## src/rtl/mux_arb_n.sv

```systemverilog
// ---------------------------------------------------------------------------
// mux_arb_n : NCH-way arbitrated multiplexer with a registered output stage.
//
// Each cycle, one requesting input channel is picked. The pick is either
// round-robin (MODE 0) or fixed priority with the lowest index winning
// (MODE 1). The winner's word is captured into a single output register
// whenever that register is empty or is being drained in the same cycle.
//
// Ports
//   CLK        : clock, rising edge
//   RST_n      : asynchronous active-low reset
//   In_valid   : [NCH]        per-channel request
//   In_data    : [NCH*WIDTH]  channel i at [i*WIDTH +: WIDTH]
//   In_ready   : [NCH]        per-channel accept, at most one bit set
//   Out_valid  : output register holds a word
//   Out_ready  : downstream accepts the held word
//   Out_data   : [WIDTH]      registered word
//   Out_ch     : [CW]         channel that supplied Out_data
// ---------------------------------------------------------------------------
module mux_arb_n #(
    parameter  int WIDTH = 32,
    parameter  int NCH   = 4,
    parameter  int MODE  = 0,
    localparam int CW    = $clog2(NCH)
) (
    input  logic                 CLK,
    input  logic                 RST_n,
    input  logic [NCH-1:0]       In_valid,
    input  logic [NCH*WIDTH-1:0] In_data,
    output logic [NCH-1:0]       In_ready,
    output logic                 Out_valid,
    input  logic                 Out_ready,
    output logic [WIDTH-1:0]     Out_data,
    output logic [CW-1:0]        Out_ch
);

    logic             r_valid;
    logic [WIDTH-1:0] r_data;
    logic [CW-1:0]    r_ch;
    logic [CW-1:0]    r_ptr;

    logic             w_load;
    logic             w_any;
    logic [NCH-1:0]   w_grant;
    logic [CW-1:0]    w_gidx;
    logic [WIDTH-1:0] w_sel_data;

    // The output register can take a new word when empty or draining now.
    assign w_load = !r_valid || Out_ready;

    // Grant search. Both loops walk from the least to the most preferred
    // candidate so that the last hit (the most preferred) wins.
    always_comb begin
        int j;
        j       = 0;
        w_grant = '0;
        w_gidx  = '0;
        w_any   = 1'b0;
        if (MODE == 1) begin
            for (int i = NCH - 1; i >= 0; i--) begin
                if (In_valid[CW'(i)]) begin
                    w_grant           = '0;
                    w_grant[CW'(i)]   = 1'b1;
                    w_gidx            = CW'(i);
                    w_any             = 1'b1;
                end
            end
        end else begin
            // Offset k = 1 is the channel right after the last winner.
            for (int k = NCH; k >= 1; k--) begin
                j = int'(r_ptr) + k;
                if (j >= NCH) j = j - NCH;
                if (In_valid[CW'(j)]) begin
                    w_grant           = '0;
                    w_grant[CW'(j)]   = 1'b1;
                    w_gidx            = CW'(j);
                    w_any             = 1'b1;
                end
            end
        end
    end

    // One-hot select of the granted channel's word.
    always_comb begin
        w_sel_data = '0;
        for (int i = 0; i < NCH; i++) begin
            if (w_grant[CW'(i)]) w_sel_data = In_data[i*WIDTH +: WIDTH];
        end
    end

    // RST_n gating keeps every accept low while the block is held in reset.
    assign In_ready = (RST_n && w_load) ? w_grant : '0;

    always_ff @(posedge CLK or negedge RST_n) begin
        if (!RST_n) begin
            r_valid <= 1'b0;
            r_data  <= '0;
            r_ch    <= '0;
            r_ptr   <= CW'(NCH - 1);   // search starts at channel 0
        end else if (w_load) begin
            if (w_any) begin
                r_valid <= 1'b1;
                r_data  <= w_sel_data;
                r_ch    <= w_gidx;
                r_ptr   <= w_gidx;
            end else begin
                // Word and channel are kept visible after the drain.
                r_valid <= 1'b0;
            end
        end
    end

    assign Out_valid = r_valid;
    assign Out_data  = r_data;
    assign Out_ch    = r_ch;

endmodule

```

## config.mk

```make
export PLATFORM = sky130hd
export DESIGN_NAME = mux_arb_n
export DESIGN_NICKNAME = d
export VERILOG_FILES = /design/src/rtl/mux_arb_n.sv
export SDC_FILE = /design/constraint.sdc
export NUM_CORES = 1
export LEC_CHECK = 0
export CAP_MARGIN = 5
export CORE_ASPECT_RATIO = 1.5
export CORE_MARGIN = 3
export CORE_UTILIZATION = 34
export CTS_BUF_LIST = sky130_fd_sc_hd__clkbuf_8
export CTS_CLUSTER_DIAMETER = 80
export CTS_CLUSTER_SIZE = 14
export DETAILED_ROUTE_END_ITERATION = 8
export PLACE_DENSITY = 0.83
export SKIP_LAST_GASP = 1
export SLEW_MARGIN = 10
export SYNTH_ARGS = -nofsm -noshare
export SYNTH_HDL_FRONTEND = slang
export SYNTH_SLANG_ARGS = --single-unit
```

## constraint.sdc

```tcl
create_clock -name CLK -period 3.6 [get_ports CLK]
set_input_delay 0.72 -clock CLK [delete_from_list [all_inputs] [get_ports CLK]]
set_output_delay 0.72 -clock CLK [all_outputs]
set_load 0.005 [all_outputs]
```

==> flow_summary.json <==
{
  "timing.final.ws_setup_ns": 0.0214,
  "dpl.hpwl_mm": 5.79,
  "crit_path_max_incr_delay_ns": 0.57,
  "p_seq_share_pct": 20.2,
  "grt_pass1_vias": 2730,
  "synth_cells": 276,
  "layout_commonest_cell": "clkdlybuf4s50_1",
  "start_util_pct": 35.6,
  "fp.dieH_um": 114,
  "power_frac_comb_pct": 68.5,
  "drtIter0Drc": 145,
  "drc": 0,
  "worst-path-buf-inv": 2,
  "setup_viol": 0,
  "synth.avg_cell_area_um2": 9.50,
  "final_cell_mix": "clkdlybuf4s50_1 (101), nand2_1 (41), dfrtp_1 (35)",
  "dpl_cell_area_um2": 3780,
  "min_period_ns": 3.58,
  "critical_path.startpoint": "r_ptr[0]$_DFFE_PN1P_",
  "synth_edf_count": 0,
  "grt_max_degree": 65,
  "switching_power_uw": 1480,
  "tightest_slew_ns": 0.641,
  "routabilityCongestion": 0.844,
  "clkLatencyLatePin_ns": 0.28,
  "cp_max_fo": 21,
  "cp.arrival_ns": 2.86,
  "holdBufCountCts": 0,
  "cp_top_family": "buffers and inverters",
  "rsz0062_at_grt": "yes",
  "hold_violations": 0,
  "portBuffers": 109,
  "drive_gt1_share_pct": 14.1,
  "wire_per_inst_um": 16.4,
  "grtUsageTotal_pct": 17.9,
  "p_int_uw": 1870,
  "cp-end-kind": "output pin",
  "crit_required_ns": 2.88,
  "finClkSkew_ns": 0.00465,
  "slew_violations": 0,
  "async_flop_share_pct": 100,
  "yosysUniqueCellTypes": 39,
  "worstPathCellList": "buf_4 -> mux4_2 -> nor3b_2 -> a221o_1 -> a22oi_1 -> nor2_1 -> clkdlybuf4s50_1",
  "fmax_ghz": 0.279,
  "cts.sink_count": 37,
  "period_share_pct": 99.4,
  "syn_area_um2": 2620,
  "antenna_cells": 0,
  "min_from": "Out_ch[1]$_DFFE_PN0P_",
  "synth-main-ff-cell": "dfrtp_1",
  "clk_path_buf_depth": 2,
  "syn_to_final_growth_pct": 50.9,
  "cts_root_buffer": "clkbuf_8",
  "timing.rr.start": "r_ptr[1]$_DFFE_PN1P_",
  "grt_antenna_before_repair": 0,
  "h-tree-depth": 2,
  "ir_worst_vdd_mv": 0.465,
  "max_slew_margin_pct": 57.2,
  "ios": 174,
  "num_rows": 38,
  "min_path_type": "reg2reg",
  "p_leak_uw": 0.00166,
  "die_area_um2": 8820,
  "core_area_um2": 7370,
  "ant_nets": 0,
  "r2r_slack_ns": 0.62,
  "cts_tree": "built",
  "fin_util_pct": 53.7,
  "fin_area_um2": 3960,
  "status": "finished clean",
  "maxCapViolCount": 0,
  "clk_pin_slew_ns": 0.07,
  "cpMaxStageDelayCell": "mux4_2",
  "dr.pass1.iters": 6,
  "ys_seq_area_share_pct": 35.4,
  "hold_slack_ns": 0.500,
  "wl_mm": 8.03,
  "fin_nets": 533,
  "start_kind": "flip-flop",
  "grt-ovfl-total": 0,
  "die_x_um": 77.7,
  "pwr-share-clk_pct": 11.3,
  "swShare_pct": 44.2,
  "path_class": "reg2out",
  "vias": 2676,
  "viasPerCell": 5.45,
  "ys_warn_count": 0,
  "filler_cell_count": 651,
  "power_uw": 3340,
  "synth_nets": 419,
  "numCtsBuffers": 5,
  "powerDensity_nw_per_um2": 845,
  "synth-seq-cells": 37,
  "pre_cts_ws_ns": -0.173,
  "grt_pass1_wl_mm": 12.8
}
==> cells in the mapped netlist, types with 2 or more instances <==
library cell	number	area, um2
and2_1	32	200
nand2_1	41	154
inv_1	8	30.0
nor2b_1	4	25.0
o31ai_1	28	210
nand2b_1	4	25.0
o31ai_2	4	50.1
ha_1	8	100
a21oi_1	5	25.0
a221oi_1	2	17.5
dfrtp_1	35	876
a31oi_1	32	200
clkbuf_1	5	18.8
mux2i_1	5	50.1
o22ai_1	2	12.5
a21oi_2	3	26.3
o21ai_0	7	35.0
buf_6	16	180
a221o_1	2	20.0
nor2_1	6	22.5
mux4_2	4	90.1
buf_2	5	25.0
dfstp_2	2	52.6
==> cells by family after synthesis <==
logic type,share of synthesized area [%]
flip-flops,35.4
adder cells (fa/ha/maj),3.82
AND/OR/NAND/NOR,17.9
AO/OA/AOI/OAI,27.5
multiplexers,5.35
buffers and inverters,9.98
==> sequential cells by signal, summed over array words and instances, names as in the netlist <==
signal / count
r_ptr: 2
Out_ch: 2
Out_valid: 1
Out_data: 32
==> worst min-delay path, stage by stage, from the launching register on <==
cell and delay, ns:
dfrtp_1 0.35, nand2_1 0.05, nand2_1 0.06
==> stage by stage <==
stage | cells | TNS [ns]
final | 491 | 0
after global routing | 491 | -0.0566
after CTS | 490 | 0
after detailed placement | 480 | -0.522
after global placement | 480 | -0.406
after floorplan | 276 | 0
==> what timing repair did <==
item	4_1_cts	5_1_grt
gates resized for setup	9	2
endpoints found under the setup margin	4	3
pin swaps	1	0
setup buffers	2	1
==> power groups by stage <==
stage / sequential [uW] / combinational (uW) / clock (uW)
floorplan: 698 / 1540 / 0
global placement: 679 / 2130 / 0
detailed placement: 681 / 2200 / 0
CTS: 679 / 2270 / 391
global route: 700 / 2470 / 402
finish: 677 / 2290 / 377
==> layout make-up <==
cell class	instances	area (um2)	area share, %
flip-flops and latches	37	928	23.5
clock inverters	2	33.8	0.854
inverters	8	30.0	0.759
multi-input cells	204	1480	37.5
well taps	100	125	3.16
repair buffers	134	1270	32.2
clock buffers	6	82.6	2.09
==> path summary, 6_finish.rpt <==
check,endpoint,depth (start not counted)
max reg2reg,Out_data[18]$_DFFE_PN0P_,9
max in group asynchronous,r_ptr[1]$_DFFE_PN1P_,2
min in group asynchronous,Out_data[22]$_DFFE_PN0P_,2
max,In_ready[2],7
min,Out_ch[1]$_DFFE_PN0P_,2
min reg2reg,Out_ch[1]$_DFFE_PN0P_,2
==> per-layer routing <==
layer	GRT usage, %	up-vias	wire, um
met2	30.7	134	3930
met4	10.1	0	351
met3	5.85	29	650
li1	-	1236	-
met5	0	-	0
met1	19.3	1277	3100
Power figures use the tool's default switching activity.
